<file path="src/rtl/matrix_loader_pkg.sv">
// -----------------------------------------------------------------------------
// matrix_loader_pkg
// Shared definitions for the matrix loader and the downstream multiplier:
//   - loader state encoding (state_t)
//   - default operand geometry (DEF_MATRIX_N, DEF_MATRIX_M, DEF_WIDTH)
//   - idx_width(): index counter width for a given element count
// -----------------------------------------------------------------------------
package matrix_loader_pkg;

   localparam int DEF_MATRIX_N = 3;
   localparam int DEF_MATRIX_M = 3;
   localparam int DEF_WIDTH    = 16;

   typedef enum logic [1:0] {
      IDLE   = 2'd0,
      LOAD_A = 2'd1,
      LOAD_B = 2'd2,
      READY  = 2'd3
   } state_t;

   // A 1x1 matrix still needs a 1-bit index so the counter has a legal width.
   function automatic int idx_width(input int n);
      return (n > 1) ? $clog2(n) : 1;
   endfunction

endpackage

</file>
<file path="src/rtl/matrix_loader_if.sv">
// -----------------------------------------------------------------------------
// matrix_loader_if
// Word-stream handshake feeding the matrix loader.
//   in_data  : one unsigned matrix element per accepted word
//   in_valid : in_data is valid
//   in_first : word is element A(0,0), start of a frame
//   in_ready : loader accepts a word this cycle
// Modports: master = word source, slave = loader.
// -----------------------------------------------------------------------------
interface matrix_loader_if
   import matrix_loader_pkg::*;
#(
   parameter int WIDTH = DEF_WIDTH
);
   logic [WIDTH-1:0] in_data;
   logic             in_valid;
   logic             in_first;
   logic             in_ready;

   modport master (
      output in_data,
      output in_valid,
      output in_first,
      input  in_ready
   );

   modport slave (
      input  in_data,
      input  in_valid,
      input  in_first,
      output in_ready
   );
endinterface

</file>
<file path="src/rtl/matrix_loader.sv">
// -----------------------------------------------------------------------------
// matrix_loader
// Collects a frame of MATRIX_N*MATRIX_M words for operand A followed by the
// same number for operand B (row-major), then presents both packed operands
// to the multiplier until it signals compute_done.
// Ports:
//   clk, reset   : clock, asynchronous active-high reset
//   in_if        : word stream (slave modport)
//   compute_done : multiplier finished with the current operands
//   matrix_a/b   : packed operands, element (r,c) at [(r*M+c)*WIDTH +: WIDTH]
//   read_ready   : operands complete and stable
//   frame_err    : one-cycle pulse on a framing violation
// -----------------------------------------------------------------------------
module matrix_loader
   import matrix_loader_pkg::*;
#(
   parameter int MATRIX_N = DEF_MATRIX_N,
   parameter int MATRIX_M = DEF_MATRIX_M,
   parameter int WIDTH    = DEF_WIDTH
) (
   input  logic                               clk,
   input  logic                               reset,
   matrix_loader_if.slave                     in_if,
   input  logic                               compute_done,
   output logic [MATRIX_N*MATRIX_M*WIDTH-1:0] matrix_a,
   output logic [MATRIX_N*MATRIX_M*WIDTH-1:0] matrix_b,
   output logic                               read_ready,
   output logic                               frame_err
);

   localparam int ELEMS = MATRIX_N * MATRIX_M;
   localparam int IDX_W = idx_width(ELEMS);
   localparam logic [IDX_W-1:0] LAST_IDX = IDX_W'(ELEMS - 1);

   state_t           state_q, state_d;
   logic [IDX_W-1:0] idx_q, idx_d;
   logic [IDX_W-1:0] wr_idx;
   logic             active_q;
   logic             accept;
   logic             we_a, we_b;
   logic             err_d;

   // active_q holds in_ready low during reset and releases it on the first
   // edge afterwards; ready is a pure decode of registers, never of in_valid.
   assign in_if.in_ready = active_q && (state_q != READY);
   assign accept         = in_if.in_valid && in_if.in_ready;
   assign read_ready     = (state_q == READY);

   always_ff @(posedge clk or posedge reset) begin
      if (reset) begin
         state_q  <= IDLE;
         idx_q    <= '0;
         active_q <= 1'b0;
      end else begin
         state_q  <= state_d;
         idx_q    <= idx_d;
         active_q <= 1'b1;
      end
   end

   always_comb begin
      state_d = state_q;
      idx_d   = idx_q;
      wr_idx  = idx_q;
      we_a    = 1'b0;
      we_b    = 1'b0;
      err_d   = 1'b0;
      case (state_q)
         IDLE, LOAD_A, LOAD_B: begin
            if (accept) begin
               if (in_if.in_first) begin
                  // Start (or restart) of a frame: always lands on A(0,0).
                  we_a   = 1'b1;
                  wr_idx = '0;
                  err_d  = (state_q != IDLE);
               end else if (state_q == IDLE) begin
                  err_d = 1'b1;
               end else if (state_q == LOAD_A) begin
                  we_a = 1'b1;
               end else begin
                  we_b = 1'b1;
               end

               if (we_a) begin
                  if (wr_idx == LAST_IDX) begin
                     idx_d   = '0;
                     state_d = LOAD_B;
                  end else begin
                     idx_d   = wr_idx + 1'b1;
                     state_d = LOAD_A;
                  end
               end else if (we_b) begin
                  if (wr_idx == LAST_IDX) begin
                     idx_d   = '0;
                     state_d = READY;
                  end else begin
                     idx_d = wr_idx + 1'b1;
                  end
               end
            end
         end
         READY: begin
            if (compute_done) begin
               state_d = IDLE;
            end
         end
         default: state_d = IDLE;
      endcase
   end

   always_ff @(posedge clk or posedge reset) begin
      if (reset) begin
         matrix_a  <= '0;
         matrix_b  <= '0;
         frame_err <= 1'b0;
      end else begin
         frame_err <= err_d;
         if (we_a) begin
            matrix_a[int'(wr_idx)*WIDTH +: WIDTH] <= in_if.in_data;
         end
         if (we_b) begin
            matrix_b[int'(wr_idx)*WIDTH +: WIDTH] <= in_if.in_data;
         end
      end
   end

endmodule

</file>
<file path="src/flat_wrapper.sv">
// flat-port wrapper written by rule: the top's interface ports become plain ports
module matrix_loader_flat import matrix_loader_pkg::*;
#(
   parameter int MATRIX_N = DEF_MATRIX_N,
   parameter int MATRIX_M = DEF_MATRIX_M,
   parameter int WIDTH    = DEF_WIDTH
)
  (clk, reset, compute_done, matrix_a, matrix_b, read_ready, frame_err, in_if_in_data, in_if_in_valid, in_if_in_first, in_if_in_ready);
  matrix_loader_if #(.WIDTH(WIDTH)) in_if_i ();
  input  logic clk;
  input  logic reset;
  input  logic compute_done;
  output logic [MATRIX_N*MATRIX_M*WIDTH-1:0] matrix_a;
  output logic [MATRIX_N*MATRIX_M*WIDTH-1:0] matrix_b;
  output logic read_ready;
  output logic frame_err;
  input wire logic [$bits(in_if_i.in_data)-1:0] in_if_in_data;
  input wire logic [$bits(in_if_i.in_valid)-1:0] in_if_in_valid;
  input wire logic [$bits(in_if_i.in_first)-1:0] in_if_in_first;
  output wire logic [$bits(in_if_i.in_ready)-1:0] in_if_in_ready;
  assign in_if_i.in_data = in_if_in_data;
  assign in_if_i.in_valid = in_if_in_valid;
  assign in_if_i.in_first = in_if_in_first;
  assign in_if_in_ready = in_if_i.in_ready;
  matrix_loader #(.MATRIX_N(MATRIX_N), .MATRIX_M(MATRIX_M), .WIDTH(WIDTH)) u_core (.clk(clk), .reset(reset), .in_if(in_if_i), .compute_done(compute_done), .matrix_a(matrix_a), .matrix_b(matrix_b), .read_ready(read_ready), .frame_err(frame_err));
endmodule
</file>
<file path="config.mk">
export PLATFORM = sky130hd
export DESIGN_NAME = matrix_loader_flat
export DESIGN_NICKNAME = d
export VERILOG_FILES = /design/src/rtl/matrix_loader_pkg.sv /design/src/rtl/matrix_loader_if.sv /design/src/rtl/matrix_loader.sv /design/src/flat_wrapper.sv
export SDC_FILE = /design/constraint.sdc
export NUM_CORES = 1
export LEC_CHECK = 0
export BUFFER_PORTS_ARGS = -buffer_cell sky130_fd_sc_hd__buf_2
export CORE_MARGIN = 4
export CORE_UTILIZATION = 55
export CTS_CLUSTER_SIZE = 8
export DETAILED_ROUTE_END_ITERATION = 16
export GPL_TIMING_DRIVEN = 0
export PLACE_DENSITY_LB_ADDON = 0.08
export SYNTH_ARGS = -nofsm -noshare
export SYNTH_HDL_FRONTEND = slang
export SYNTH_SLANG_ARGS = --single-unit
</file>
<file path="constraint.sdc">
create_clock -name clk -period 23.3 [get_ports clk]
set_input_delay 2.33 -clock clk [delete_from_list [all_inputs] [get_ports clk]]
set_output_delay 2.33 -clock clk [all_outputs]
set_load 0.01 [all_outputs]
</file>
==> results.toml <==
[status]
status = "completed"

[floorplanning]
start_util = 0.568
rows = 53
die-area_um2 = 24400
dieWidth_um = 156
ios = 312
coreArea_um2 = 21300
die_h_um = 156

[cts]
clk_path_buf_depth = 3
cts-root-buf = "clkbuf_16"
insertion_delay_ps = 520
cts_tree = "done"
cts_setup_buffers = 0
numCtsBuffers = 42
clock-sinks = 296
h-tree-depth = 2
path_clk_slew_ps = 50
ctsResizeCount = 0
cts_hold_buf = 0

[hold_path]
min-delay-start = "u_core.matrix_a[71]$_DFFE_PP0P_"
min_to = "u_core.matrix_a[71]$_DFFE_PP0P_"
hp-class = "register to register"
hold_path_depth = 1

[power]
p_sw_uw = 346
irDropWorstVdd_v = 0.0000486
leakage_uw = 0.00843
p_int_uw = 929
clkPwrFrac = 0.406
p_seq_frac = 0.439
p_total_uw = 1280
switching_share = 0.271
p_comb_frac = 0.155
power_density_nw_per_um2 = 84.4

[global_route]
grt_antenna_before_repair = 0
grt_pass1_vias = 8423
grt_usage = 0.257
grt_max_degree = 129
grt_overflow = 0
grt_pass1_wl_um = 49000

[routing]
avgRoutedWirePerCell_um = 21.5
routed_wl_um = 31600
num_vias = 8036
drc_errors = 0
dr.pass1.iters = 4
ant_nets = 0
drtIter0Drc = 403
via_per_inst = 5.47

[critical_path]
worst_r2r_endpoint = "u_core.matrix_a[97]$_DFFE_PP0P_"
worstPathArrival_ps = 5520
critPathLaunch = "in_if_in_first"
worstPathRequired_ps = 23700
worstSetupStartpointType = "input port"
reg2reg_from = "u_core.state_q[1]$_DFFE_PP0P_"
path_class = "input port to register"
rr_worst_depth = 11
crit_fanout = 10
reg2reg_slack_ps = 19600
cp-end-kind = "register"

[yosys]
syn_nets = 865
syn_area_um2 = 12100
yosys-top-cells-count = "296 x dfrtp_1, 257 x mux2_2, 49 x and2_1"
ys_top_cells_by_area = "dfrtp_1 61%, mux2_2 24%, mux2i_1 2.6%"
ys.flop_type = "dfrtp_1"
avgSynthCellArea_um2 = 14.4
yosys_warnings = 0
yosysMostFrequentCell = "dfrtp_1"
yosys.area.top_type = "dfrtp_1"
ys_seq_elements = 296
async_flop_share = 1.00
ys_seq_area_frac = 0.613
yosysUniqueCellTypes = 44
synth-edff-count = 0
yosysTopAreaCellShare = 0.613
synthCells = 840

[sta]
maxSlewViolCount = 0
hold_viol_final = 0
rsz0062_at_grt = "false"
relSlewSlack = 0.329
setup_tns_ps = 0
fin_crit_ps = 5120
fmax_mhz = 195
worst_pin_slew_ps = 1000
finClkSkew_ps = 14.2
setup_viol = 0
final.period_utilization = 0.220

[flow_run]
max_cap_violations = 0

[finish]
antennaDiodeCount = 0
nFillCells = 1514
area_growth_syn_to_layout_pct = 25.1
layout-drive-gt1-share = 0.542
nNetsFinal = 1217

[placement]
port_buffers = 305
dp_hpwl_um = 22400
gp_congestion = 0.862
## routing by layer
layer  part of all wire  vias up  global-route usage
met3              0.081       50              0.0780
met4              0.022        0              0.0661
met5                  0        -                   0
li1                   -     3617                   -
met2               0.48      266               0.425
met1               0.41     4103               0.335
## how the worst max path moves through the flow
stage                                                   to  slack, ps  cells after the start
after floorplan                  u_core.active_q$_DFF_PP0_      12790                      1
after global placement    u_core.matrix_a[141]$_DFFE_PP0P_       9580                      2
after detailed placement   u_core.matrix_b[20]$_DFFE_PP0P_      17650                     11
after CTS                  u_core.matrix_b[20]$_DFFE_PP0P_      18210                     12
after global routing       u_core.matrix_b[20]$_DFFE_PP0P_      17990                     12
final                      u_core.matrix_b[23]$_DFFE_PP0P_      18180                     11
## layout by cell type (no fill, tap or decap), types with 2 or more instances in the layout
cell type	instances
mux2i_1	32
nor3_2	2
nand4_1	5
buf_16	2
or3_1	2
nor4b_1	2
nand2b_1	5
inv_1	37
nor3_1	5
a21oi_1	6
xor2_1	2
mux2_2	257
nand3b_1	3
clkbuf_1	17
o21ai_0	6
a2111oi_2	4
nand2_1	30
o31ai_1	3
nor3b_1	11
clkbuf_16	42
nor2_1	7
and2_1	49
nand3_1	7
inv_6	2
nor2b_1	2
o2111ai_1	2
buf_4	2
buf_2	331
dfrtp_1	296
ha_1	4
## registers in the layout, indices dropped and copies added (netlist names)
name              flops
u_core.matrix_b     144
u_core.idx_q          4
u_core.frame_err      1
u_core.active_q       1
u_core.state_q        2
u_core.matrix_a     144
## critical path, cell delays in order
cell and delay (ps):
buf_2 140, and2_1 150, buf_2 180, nand2_1 260
o31ai_1 130, ha_1 230, nand2b_1 250, a211o_1 370
nor3_2 710, buf_2 390, mux2_2 370
## stage by stage
step                      std cells  utilization  hold slack [ps]  worst slack, ps  cell area (um^2)
after floorplan                 840            -              547            12790             12100
final                          1468        0.710              495            18180             15100
after global routing           1468        0.710              505            17990             15100
after detailed placement       1423        0.659              487            17650             14000
after CTS                      1468        0.710              498            18210             15100
after global placement         1420        0.656              482             9580             14000
## layout make-up
type,count,area [um^2],area share
Multi-Input combinational cell,461,4340,0.287
Clock inverter,3,33.8,0.00223
Sequential cell,296,7410,0.490
Inverter,38,150,0.00993
Buffer,45,208,0.0137
Clock buffer,42,1050,0.0695
Timing Repair Buffer,308,1590,0.105
Tap cell,275,344,0.0228
## power by group through the flow
stage / logic (uW) / clock network [uW] / registers [uW]
detailed placement: 198 / 0 / 567
floorplan: 112 / 0 / 579
global route: 218 / 551 / 563
finish: 197 / 518 / 560
CTS: 199 / 528 / 560
global placement: 191 / 0 / 567
## cell families (layout without fill, tap and decap cells)
logic type	Yosys count	count (layout)	synth area share
DFF	296	296	0.613
buffers and inverters	83	436	0.0290
xor gates and xnor gates	2	2	0.00145
and+or+nand+nor	136	136	0.0652
AOI/OAI and AO/OA	29	29	0.0212
muxes	289	289	0.266
adders and majority gates	4	4	0.00414
other	1	1	0.000310
Power figures use the tool's default switching activity.
